**src/rtl/ram_line_if.sv**
```systemverilog
// Cache-to-RAM line transfer bus. The cache controller is the master and the
// line responder is the slave.
interface ram_line_if #(
    parameter int WORD_WIDTH = 8,
    parameter int ADDR_WIDTH = 4,
    parameter int LINE_WORDS = 4
);
    localparam int IDX_W = $clog2(LINE_WORDS);

    logic                  RAMreadEnable;
    logic                  RAMwriteEnable;
    logic [ADDR_WIDTH-1:0] lineAddr;
    logic [WORD_WIDTH-1:0] wrData;
    logic [WORD_WIDTH-1:0] rdData;
    logic                  rdValid;
    logic                  wrStrobe;
    logic [IDX_W-1:0]      wordIdx;
    logic                  busy;
    logic                  done;

    modport master (
        output RAMreadEnable, RAMwriteEnable, lineAddr, wrData,
        input  rdData, rdValid, wrStrobe, wordIdx, busy, done
    );

    modport slave (
        input  RAMreadEnable, RAMwriteEnable, lineAddr, wrData,
        output rdData, rdValid, wrStrobe, wordIdx, busy, done
    );
endinterface

```
**src/rtl/ram_line_responder.sv**
```systemverilog
// Memory-side line responder: owns a line-organised RAM and serves whole-line
// fetches and write-backs word-serially, ending each request with a done pulse.
module ram_line_responder #(
    parameter int WORD_WIDTH = 8,
    parameter int ADDR_WIDTH = 4,
    parameter int LINE_WORDS = 4,
    parameter int ACCESS_LAT = 2
) (
    input  logic         clk,
    input  logic         clr,
    ram_line_if.slave    bus
);
    localparam int IDX_W  = $clog2(LINE_WORDS);
    localparam int MEM_AW = ADDR_WIDTH + IDX_W;
    localparam int DEPTH  = 1 << MEM_AW;
    localparam int LAT_W  = (ACCESS_LAT > 1) ? $clog2(ACCESS_LAT) : 1;

    localparam logic [LAT_W-1:0] LAT_LAST = LAT_W'((ACCESS_LAT > 0) ? ACCESS_LAT - 1 : 0);
    localparam logic [IDX_W-1:0] IDX_LAST = IDX_W'(LINE_WORDS - 1);

    localparam logic [2:0] S_IDLE   = 3'd0;
    localparam logic [2:0] S_WAIT   = 3'd1;
    localparam logic [2:0] S_RBURST = 3'd2;
    localparam logic [2:0] S_WBURST = 3'd3;
    localparam logic [2:0] S_DONE   = 3'd4;

    logic [2:0]            state_q, state_d;
    logic [LAT_W-1:0]      lat_q, lat_d;
    logic [IDX_W-1:0]      idx_q, idx_d;
    logic [ADDR_WIDTH-1:0] addr_q, addr_d;
    logic                  is_wr_q, is_wr_d;
    logic                  mem_we_d;
    logic [MEM_AW-1:0]     mem_idx_s;
    logic [WORD_WIDTH-1:0] mem_q [DEPTH];

    // Line address concatenated with word index never overflows the array.
    assign mem_idx_s = {addr_q, idx_q};

    // Next-state logic: request acceptance, access wait, burst sequencing.
    always_comb begin
        state_d  = state_q;
        lat_d    = lat_q;
        idx_d    = idx_q;
        addr_d   = addr_q;
        is_wr_d  = is_wr_q;
        mem_we_d = 1'b0;
        case (state_q)
            S_IDLE: begin
                if (bus.RAMwriteEnable || bus.RAMreadEnable) begin
                    // Write wins on a tie: the cache must write back before it fetches.
                    addr_d  = bus.lineAddr;
                    is_wr_d = bus.RAMwriteEnable;
                    lat_d   = {LAT_W{1'b0}};
                    idx_d   = {IDX_W{1'b0}};
                    if (ACCESS_LAT == 0) begin
                        state_d = bus.RAMwriteEnable ? S_WBURST : S_RBURST;
                    end else begin
                        state_d = S_WAIT;
                    end
                end else begin
                    state_d = S_IDLE;
                end
            end
            S_WAIT: begin
                if (lat_q == LAT_LAST) begin
                    lat_d   = {LAT_W{1'b0}};
                    state_d = is_wr_q ? S_WBURST : S_RBURST;
                end else begin
                    lat_d   = lat_q + LAT_W'(1);
                    state_d = S_WAIT;
                end
            end
            S_RBURST, S_WBURST: begin
                mem_we_d = (state_q == S_WBURST);
                idx_d    = idx_q + IDX_W'(1);
                if (idx_q == IDX_LAST) begin
                    state_d = S_DONE;
                end else begin
                    state_d = state_q;
                end
            end
            S_DONE: begin
                idx_d   = {IDX_W{1'b0}};
                state_d = S_IDLE;
            end
            default: begin
                state_d = S_IDLE;
                lat_d   = {LAT_W{1'b0}};
                idx_d   = {IDX_W{1'b0}};
            end
        endcase
    end

    // Control state registers with asynchronous clear.
    always_ff @(posedge clk or posedge clr) begin
        if (clr) begin
            state_q <= S_IDLE;
            lat_q   <= {LAT_W{1'b0}};
            idx_q   <= {IDX_W{1'b0}};
            addr_q  <= {ADDR_WIDTH{1'b0}};
            is_wr_q <= 1'b0;
        end else begin
            state_q <= state_d;
            lat_q   <= lat_d;
            idx_q   <= idx_d;
            addr_q  <= addr_d;
            is_wr_q <= is_wr_d;
        end
    end

    // Backing array write port; contents deliberately survive a clear.
    always_ff @(posedge clk) begin
        if (mem_we_d) begin
            mem_q[mem_idx_s] <= bus.wrData;
        end
    end

    // Outputs decode straight from the state registers so a clear zeroes them at once.
    always_comb begin
        bus.rdValid  = (state_q == S_RBURST);
        bus.wrStrobe = (state_q == S_WBURST);
        bus.busy     = (state_q == S_WAIT) || (state_q == S_RBURST) || (state_q == S_WBURST);
        bus.done     = (state_q == S_DONE);
        bus.wordIdx  = idx_q;
        if (state_q == S_RBURST) begin
            bus.rdData = mem_q[mem_idx_s];
        end else begin
            bus.rdData = {WORD_WIDTH{1'b0}};
        end
    end
endmodule

```
**src/flat_wrapper.sv**
```systemverilog
// flat-port wrapper written by rule: the top's interface ports become plain ports
module ram_line_responder_flat 
#(
    parameter int WORD_WIDTH = 8,
    parameter int ADDR_WIDTH = 4,
    parameter int LINE_WORDS = 4,
    parameter int ACCESS_LAT = 2
)
  (clk, clr, bus_RAMreadEnable, bus_RAMwriteEnable, bus_lineAddr, bus_wrData, bus_rdData, bus_rdValid, bus_wrStrobe, bus_wordIdx, bus_busy, bus_done);
  ram_line_if #(.WORD_WIDTH(WORD_WIDTH), .ADDR_WIDTH(ADDR_WIDTH), .LINE_WORDS(LINE_WORDS)) bus_i ();
  input  logic clk;
  input  logic clr;
  input wire logic [$bits(bus_i.RAMreadEnable)-1:0] bus_RAMreadEnable;
  input wire logic [$bits(bus_i.RAMwriteEnable)-1:0] bus_RAMwriteEnable;
  input wire logic [$bits(bus_i.lineAddr)-1:0] bus_lineAddr;
  input wire logic [$bits(bus_i.wrData)-1:0] bus_wrData;
  output wire logic [$bits(bus_i.rdData)-1:0] bus_rdData;
  output wire logic [$bits(bus_i.rdValid)-1:0] bus_rdValid;
  output wire logic [$bits(bus_i.wrStrobe)-1:0] bus_wrStrobe;
  output wire logic [$bits(bus_i.wordIdx)-1:0] bus_wordIdx;
  output wire logic [$bits(bus_i.busy)-1:0] bus_busy;
  output wire logic [$bits(bus_i.done)-1:0] bus_done;
  assign bus_i.RAMreadEnable = bus_RAMreadEnable;
  assign bus_i.RAMwriteEnable = bus_RAMwriteEnable;
  assign bus_i.lineAddr = bus_lineAddr;
  assign bus_i.wrData = bus_wrData;
  assign bus_rdData = bus_i.rdData;
  assign bus_rdValid = bus_i.rdValid;
  assign bus_wrStrobe = bus_i.wrStrobe;
  assign bus_wordIdx = bus_i.wordIdx;
  assign bus_busy = bus_i.busy;
  assign bus_done = bus_i.done;
  ram_line_responder #(.WORD_WIDTH(WORD_WIDTH), .ADDR_WIDTH(ADDR_WIDTH), .LINE_WORDS(LINE_WORDS), .ACCESS_LAT(ACCESS_LAT)) u_core (.clk(clk), .clr(clr), .bus(bus_i));
endmodule
```
**config.mk**
```make
export PLATFORM = sky130hd
export DESIGN_NAME = ram_line_responder_flat
export DESIGN_NICKNAME = d
export VERILOG_FILES = /design/src/rtl/ram_line_if.sv /design/src/rtl/ram_line_responder.sv /design/src/flat_wrapper.sv
export SDC_FILE = /design/constraint.sdc
export NUM_CORES = 1
export LEC_CHECK = 0
export CAP_MARGIN = 20
export CORE_AREA = 2 2 408 208
export CTS_CLUSTER_DIAMETER = 150
export DETAILED_ROUTE_END_ITERATION = 8
export DIE_AREA = 0 0 410 210
export SLEW_MARGIN = 20
export SYNTH_ARGS = -nofsm -noshare
export SYNTH_HDL_FRONTEND = slang
export SYNTH_SLANG_ARGS = --single-unit
```
**constraint.sdc**
```tcl
create_clock -name clk -period 2.3 [get_ports clk]
set_input_delay 0.46 -clock clk [delete_from_list [all_inputs] [get_ports clk]]
set_output_delay 0.46 -clock clk [all_outputs]
set_load 0.01 [all_outputs]
```
* Yosys cells after proc, flatten, opt, wreduce, memory -nomap -nowiden
Memories as Yosys holds them, arrays and structs flattened.
Index checks and enable logic that the tools add are counted.
** Word-level totals
- Register bits :: 11
- Bits in writable memories :: 512
- Output and inout port bits :: 14
- Word-level logic and storage cells :: 40
- Memories kept :: 1
** Memory list
- u_core.mem_q :: words 64, bits a word 8, rd ports 1, clocked after Yosys merged registers in 0, write ports 1, RTL line ram_line_responder.sv:34 : logic [WORD_WIDTH-1:0] mem_q [DEPTH];
** Operators by class
- Add/sub/neg operators :: 2
- Equal/unequal tests :: 7
- Multiplexer cells :: 14
- Bitwise logic cells :: 2
- Reductions and logical operators :: 9
** Operator list (count)
- 3-bit one-hot mux with 3 select lines :: 1
- 8-bit 2-to-1 mux :: 1
- 1-bit 2-to-1 mux :: 7
- 3-bit by 2-bit equality test with 1-bit output (second input constant) :: 2
- 3-bit 2-to-1 mux :: 2
- 2-bit one-hot mux with 3 select lines :: 1
- 2-bit AND reduction :: 3
- 2-bit by 1-bit inequality test with 1-bit output (second input constant) :: 2
- 3-bit by 1-bit equality test with 1-bit output (second input constant) :: 1
- 3-bit equality test (second input constant) :: 1
- 3-bit zero test :: 1
- 1-bit logical OR :: 3
- 1-bit one-hot mux with 3 select lines :: 1
- 3-bit OR reduction :: 1
- 2-bit by 1-bit adder with 2-bit output (second input constant) :: 1
- 2-bit equality test (second input constant) :: 1
- 2-bit 2-to-1 mux :: 1
- 1-bit inverter :: 2
- 2-bit OR reduction :: 1
- 1-bit adder (second input constant) :: 1

* Longest topological paths before layout
Gate-level depths: netlist of run 1.
- Depth after elaboration :: 5
- Depth in mapped cells :: 9
- Mapped depth without buffers :: 5

* Worst setup path before layout of run 1
No wires, ideal clock.
- Path kind :: flip-flop to output port
- Start point :: reg u_core.idx_q[0] (netlist: u_core.bus.wordIdx[0])
- End point :: out bus_rdData[4]
- Data arrival time :: 2.038 ns
- Slack :: -0.198 ns
- Stages on the path, launching flop included :: 7
- Path buffers :: 2
- Path through :: dfrtp_1 > buf_6 > buf_2 > mux4_2 > a221oi_1 > a22oi_1 > o31a_1
** Between the ends
- Word-level cells in the longest chain between the ends :: 2
** Ends and longest elaborated chain
- start: declaration :: RTL line ram_line_responder.sv:29 : logic [IDX_W-1:0] idx_q, idx_d;
- start signal: assignment :: RTL line ram_line_responder.sv:99 : idx_q <= {IDX_W{1'b0}};
- start signal: assignment :: RTL line ram_line_responder.sv:105 : idx_q <= idx_d;
- memory read 64 x 8 bit
- 8-bit 2-to-1 mux :: RTL line ram_line_responder.sv:125 : if (state_q == S_RBURST) begin
- end: declaration :: RTL line flat_wrapper.sv:17 : output wire logic [$bits(bus_i.rdData)-1:0] bus_rdData;
Every way passes these cells.

* Final worst setup path of run 1
- Start point :: reg u_core.idx_q[0] (netlist: u_core.bus.wordIdx[0])
- End point :: out bus_rdData[5]
Same word-level chain as after synthesis.

==> flow_metrics.env, run 1 <==
export IMPL_finalCritPeriodShare_pct=153
export IMPL_grt_max_degree=65
export IMPL_irDropWorstVdd_mv=0.544
export IMPL_route_detailed_drc=0
export IMPL_synth_compound_area_share_pct=4.22
export IMPL_synth_fa_ha_area_share_pct=0.0610
export IMPL_fin_crit_ns=3.52
export IMPL_firstDrtPassIters=5
export IMPL_crit_required_ns=1.84
export IMPL_sw_frac_of_total_pct=31.9
export IMPL_grt_total_usage_pct=13.4
export IMPL_clockRootBuffer="clkbuf_16"
export IMPL_num_vias=11600
export IMPL_post_place_ws_ns=-1.24
export IMPL_seqCellArea_sq_mm=0.0157
export IMPL_hp_class="input pin to asynchronous set/reset pin"
export IMPL_ys_warn_count=0
export IMPL_grt_pass1_vias=11000
export IMPL_synth_top_cell_area_share_pct=75.0
export IMPL_gr_total_overflow=0
export IMPL_timing_final_ws_setup_ns=-1.22
export IMPL_drive_gt1_share_pct=40.7
export IMPL_pwr_share_comb_pct=38.1
export IMPL_drtIter0Drc=1726
export IMPL_area_growth_pct=28.5
export IMPL_synth_area_sq_mm=0.0205
export IMPL_crit_chain="buf_12 > buf_12 > mux4_2 > a22o_1 > a221oi_4 > a22oi_2 > o31a_1 > buf_2"
export IMPL_whs_ns=0.197
export IMPL_io_pins=30
export IMPL_power_leakage_uw=0.00863
export IMPL_seq_power_share_pct=36.4
export IMPL_yosysTopAreaCell="edfxtp_1"
export IMPL_internal_power_uw=20400
export IMPL_core_sq_mm=0.0827
export IMPL_fin_nets=1312
export IMPL_status="complete, but fails checks"
export IMPL_synth_edf_count=512
export IMPL_die_x_microns=410
export IMPL_cp_end_kind="output port"
export IMPL_clkPwrFrac_pct=25.5
export IMPL_antenna_found_initial=0
export IMPL_synthCells=1025
export IMPL_crit_family="compound AO/OA/AOI/OAI gates"
export IMPL_htree_levels=2
export IMPL_p_per_area_mw_per_mm2=1140
export IMPL_cts_tree="yes"
export IMPL_synth_xor_xnor_area_share_pct=0
export IMPL_max_freq_mhz=284
export IMPL_clk_pin_slew_worst_paths_ns=0.07
export IMPL_synth_ff_type="edfxtp_1"
export IMPL_avgSynthCellArea_sq_um=20.0
export IMPL_insertion_delay_ns=0.57
export IMPL_routed_wl_mm=59.0
export IMPL_cts_inserted_buffers=43
export IMPL_synth_commonest_cells="512 x edfxtp_1, 99 x mux4_2, 81 x nor2_1"
export IMPL_cp_arrival_ns=3.06
export IMPL_drv_cap=0
export IMPL_grt_setup_unrepaired="true"
export IMPL_switchingPower_uw=9590
export IMPL_synthTopCellsByArea="edfxtp_1 75%, mux4_2 11%, mux2i_1 2.3%, nor2_1 1.5%, dfrtp_1 1.3%"
export IMPL_die_area_sq_mm=0.0861
export IMPL_synth_seq_area_share_pct=76.3
export IMPL_gp_congestion=0.885
export IMPL_finalHoldViolCount=0
export IMPL_start_util_pct=24.8
export IMPL_setup_violations=8
export IMPL_critPathMaxStageDelay_ns=0.51
export IMPL_muxShareOfSynthArea_pct=14.2
export IMPL_hpwl_mm=39.7
export IMPL_violations="negative setup slack"
export IMPL_synth_nets=1042
export IMPL_fin_skew_ns=0.0145
export IMPL_crit_top_cell="buf_12"
export IMPL_rows=75
export IMPL_synth_most_common_cell="edfxtp_1"
export IMPL_io_buffers=29
export IMPL_antenna_left=0
export IMPL_critPathLaunchType="register"
export IMPL_grt_pass1_wl_mm=82.5
export IMPL_synth_async_reset_ratio_pct=2.10
export IMPL_slew_headroom_pct=55.7
export IMPL_clockBufferDepth=3
export IMPL_fillers=7855
export IMPL_yosys_area_share_simple_pct=3.40
export IMPL_synth_top_family_by_area="multiplexers"
export IMPL_slowest_stage="mux4_2"
export IMPL_drv_slew=0
export IMPL_crit_fanout=6
export IMPL_synth_distinct_cells=51
export IMPL_wl_per_cell_microns=24.2
export IMPL_dieHeight_microns=210
export IMPL_worst_slew_pin_slew_ns=0.646
export IMPL_cts_hold_buf=0
export IMPL_via_per_inst=4.75
export IMPL_cts_sinks=523
export IMPL_synth_seq_cells=523
export IMPL_path_buf_inv=3
export IMPL_critPathKind="register to output port"
export IMPL_multi_input_area_sq_mm=0.00491
[registers in the layout (all words and copies together) (netlist names)]
name / count
u_core.state_q: 3
u_core.mem_q: 512
u_core.lat_q: 1
u_core.is_wr_q: 1
u_core.bus.wordIdx: 2
u_core.addr_q: 4
[timing repair]
item / in CTS / in global routing
resized for setup: 92 / 35
gates cloned: 4 / 1
setup endpoints to repair: 12 / 15
pin swaps: 19 / 20
setup buffers: 17 / 16
[cells by family after synthesis]
kind of cell	after synthesis
fa+ha+maj	1
mux	162
flops	523
compound gates	123
simple gates	150
buf+inv	66
[per-layer routing]
metal | global-route usage [%] | wire, microns | up-vias
met3 | 4.40 | 6970 | 62
met5 | 0 | 0 | -
met4 | 1.53 | 586 | 0
li1 | - | - | 4769
met1 | 22.5 | 29200 | 6178
met2 | 16.3 | 22200 | 577
[worst paths after layout]
check / slack, ns / to / startpoint / cells after the start
hold reg to reg: 0.52 / u_core.is_wr_q / u_core.is_wr_q / 1
setup reg to reg: 0.07 / u_core.mem_q[23][4] / u_core.addr_q[2] / 5
setup / recovery: -1.22 / bus_rdData[5] / u_core.bus.wordIdx[0] / 8
hold / removal: 0.20 / u_core.is_wr_q / clr / 2
min in group clk: 0.38 / u_core.mem_q[43][4] / bus_wrData[4] / 2
max in group asynchronous: 1.74 / u_core.bus.wordIdx[0] / clr / 2
[final cells by class]
type                    instances  share of cell area, %
diodes                          1                0.00950
clock buffers                  50                   4.35
clock inverters                24                  0.993
inverters                       3                 0.0522
multi-input cells             436                   18.6
flip-flops and latches        523                   59.4
well taps                    1116                   5.30
repair buffers                288                   11.2
[cells in the final DEF, fill, tap and decap left out, drive strengths merged, types with 10 or more instances in the layout]
cell type,synthesis,routed
a21oi,29,29
clkinv,0,17
o21ai,16,16
nor2,81,81
buf,40,272
a221oi,13,13
mux4,101,101
o22ai,16,16
clkbuf,23,51
mux2,13,13
edfxtp,512,512
dfrtp,11,11
a221o,10,10
mux2i,48,48
nand2,22,22
[power groups by stage]
stage               Sequential (uW)  Clock [uW]  Combinational (uW)
finish                        10900        7660               11400
global route                  10900        8180               11900
CTS                           10900        7780               10800
detailed placement            11200           0                9750
global placement              11200           0                9690
floorplan                     11000           0                5290
[through the flow]
stage	instances	TNS [ns]	power, uW	utilization (%)	area, sq um
after detailed placement	2330	-8.22	20900	29.3	24200
after global placement	2330	-8.15	20800	29.3	24200
after floorplan	1025	-9.97	16300	-	20600
after global routing	2440	-9.90	31100	31.9	26300
final	2441	-9.33	30000	31.9	26300
after CTS	2424	-9.57	29500	31.5	26000
[worst reg2reg max path, stage by stage, from the launching register on]
cell and delay (ns):
dfrtp_1 0.60, buf_12 0.18, or3b_2 0.51, buf_4 0.21, nor2_2 0.24, buf_4 0.21
Power figures use the tool's default switching activity.
==> run 2, diff against run 1 <==
--- a/config.mk
+++ b/config.mk
@@ -10,6 +10,7 @@
 export CTS_CLUSTER_DIAMETER = 150
 export DETAILED_ROUTE_END_ITERATION = 8
 export DIE_AREA = 0 0 410 210
+export SKIP_CTS_REPAIR_TIMING = 1
 export SLEW_MARGIN = 20
 export SYNTH_ARGS = -nofsm -noshare
 export SYNTH_HDL_FRONTEND = slang
==> run 2 against run 1 <==
Compared with the run above:
- the run still ends with negative setup slack left
- critical path type unchanged
- fmax fell by 1.1%
- wire length is 0.19% lower
- clock skew grew 0.0051 ns
- sequential power hardly changed
- first-iteration DRC count increased by 0.23%
- final cell count up 0.37%
- total power down 0.32%
- die area unchanged
- clock-buffer cell count unchanged
- clock power barely moved
- utilization about the same
==> flow_metrics.env, run 2 (synthesis gave the netlist of run 1 again) <==
export IMPL_hp_class="input pin to asynchronous set/reset pin"
export IMPL_finalCritPeriodShare_pct=155
export IMPL_grt_max_degree=65
export IMPL_io_pins=30
export IMPL_cp_arrival_ns=3.09
export IMPL_drtIter0Drc=1730
export IMPL_routed_wl_mm=58.8
export IMPL_r2r_cells=5
export IMPL_htree_levels=2
export IMPL_final_common_cell="edfxtp_1"
export IMPL_drive_gt1_share_pct=39.9
export IMPL_setup_violations=8
export IMPL_firstDrtPassIters=5
export IMPL_dieHeight_microns=210
export IMPL_finalHoldViolCount=0
export IMPL_crit_fanout=6
export IMPL_irDropWorstVdd_mv=0.544
export IMPL_grt_pass1_vias=10900
export IMPL_cts_inserted_buffers=43
export IMPL_crit_family="compound AO/OA/AOI/OAI gates"
export IMPL_slowest_stage="dfrtp_4"
export IMPL_violations="negative setup slack"
export IMPL_crit_required_ns=1.84
export IMPL_status="complete, but fails checks"
export IMPL_grt_setup_unrepaired="true"
export IMPL_antenna_found_initial=0
export IMPL_core_sq_mm=0.0827
export IMPL_whs_ns=0.193
export IMPL_antenna_left=0
export IMPL_critPathMaxStageDelay_ns=0.53
export IMPL_power_leakage_uw=0.00867
export IMPL_die_area_sq_mm=0.0861
export IMPL_dp_cells=2330
export IMPL_r2r_start="u_core.addr_q[2]"
export IMPL_drv_slew=0
export IMPL_path_buf_inv=4
export IMPL_rows=75
export IMPL_r2r_slack_ns=0.04
export IMPL_crit_chain="buf_12 > clkbuf_16 > buf_6 > mux4_2 > a22o_4 > a221oi_4 > a22oi_2 > o31a_1 > buf_2"
export IMPL_wl_per_cell_microns=24.0
export IMPL_via_per_inst=4.75
export IMPL_max_freq_mhz=281
export IMPL_start_util_pct=24.8
export IMPL_utilization_pct=31.8
export IMPL_die_x_microns=410
export IMPL_gr_total_overflow=0
export IMPL_grt_pass1_wl_mm=81.1
export IMPL_num_vias=11600
export IMPL_fin_skew_ns=0.0196
export IMPL_top_register="u_core.mem_q"
export IMPL_clockBufferDepth=3
export IMPL_critPathKind="register to output port"
export IMPL_p_per_area_mw_per_mm2=1140
export IMPL_route_detailed_drc=0
export IMPL_area_growth_pct=28.4
export IMPL_drv_cap=0
export IMPL_clockRootBuffer="clkbuf_16"
export IMPL_final_cell_mix="512 x edfxtp_1, 198 x buf_4, 101 x mux4_2, 53 x nor2_1, 49 x buf_12"
export IMPL_clk_pin_slew_worst_paths_ns=0.07
export IMPL_critPathLaunchType="register"
export IMPL_largest_register_ffs=512
export IMPL_hpwl_mm=39.7
export IMPL_r2r_end="u_core.mem_q[23][4]"
export IMPL_gp_congestion=0.885
export IMPL_layoutNonFillerInstCount=2450
export IMPL_top_regs="u_core.mem_q (512), u_core.addr_q (4), u_core.state_q (3)"
export IMPL_timing_final_ws_setup_ns=-1.25
export IMPL_slew_headroom_pct=54.8
export IMPL_io_buffers=29
export IMPL_worst_slew_pin_slew_ns=0.659
export IMPL_grt_total_usage_pct=13.1
export IMPL_cts_sinks=523
export IMPL_cts_tree="yes"
export IMPL_cp_depth=9
export IMPL_insertion_delay_ns=0.57
export IMPL_fin_nets=1320
export IMPL_fin_crit_ns=3.55
export IMPL_cp_end_kind="output port"
[run 2: changes by cell type in the layout (fill, tap and decap cells not counted), sizes merged]
cell and delta:
clkdlybuf4s15 -2, bufbuf -2, diode +1, buf +4
dlygate4sd2 -2, clkbuf +7, dlymetal6s2s +3
[run 2: layer usage]
metal | share of wire (%) | GRT usage [%] | wire length [microns] | vias up
met3 | 12 | 3.97 | 7280 | 47
met2 | 37 | 16.0 | 22100 | 622
li1 | - | - | - | 4779
met4 | 0.75 | 1.51 | 440 | 0
met5 | 0 | 0 | 0 | -
met1 | 49 | 22.3 | 29100 | 6197
[run 2: layout make-up]
| cell class | count | area (sq um) |
|---|---|---|
| Timing Repair Buffer | 296 | 3010 |
| Tap cell | 1116 | 1400 |
| Sequential cell | 523 | 15700 |
| Fill cell | 7883 | 56400 |
| Clock buffer | 50 | 1140 |
| Inverter | 3 | 11.3 |
| Antenna cell | 2 | 5.00 |
| Multi-Input combinational cell | 436 | 4830 |
| Clock inverter | 24 | 262 |
[run 2: metrics by stage]
stage               setup slack [ns]  instance area [sq um]  TNS (ns)  power, uW
detailed placement             -1.24                  24200     -8.22      20900
CTS                            -1.88                  25600    -14.05      28500
global route                   -1.31                  26300    -10.15      30900
floorplan                     -0.163                  20600     -9.97      16300
global placement               -1.25                  24200     -8.15      20800
finish                         -1.25                  26300     -9.57      29900
[run 2: worst max path at each step]
| stage | from | endpoint | slack [ns] |
|---|---|---|---|
| finish | u_core.bus.wordIdx[0] | bus_rdData[5] | -1.25 |
| global route | u_core.bus.wordIdx[0] | bus_rdData[5] | -1.31 |
| CTS | u_core.bus.wordIdx[0] | bus_rdData[7] | -1.88 |
| detailed placement | u_core.bus.wordIdx[0] | bus_rdData[7] | -1.24 |
| global placement | u_core.bus.wordIdx[0] | bus_rdData[7] | -1.25 |
| floorplan | u_core.bus.wordIdx[0] | bus_rdData[3] | -0.16 |
[run 2: power by group]
group | switching (uW) | internal (uW)
Combinational | 5930 | 5450
Sequential | 187 | 10700
Clock | 3420 | 4230
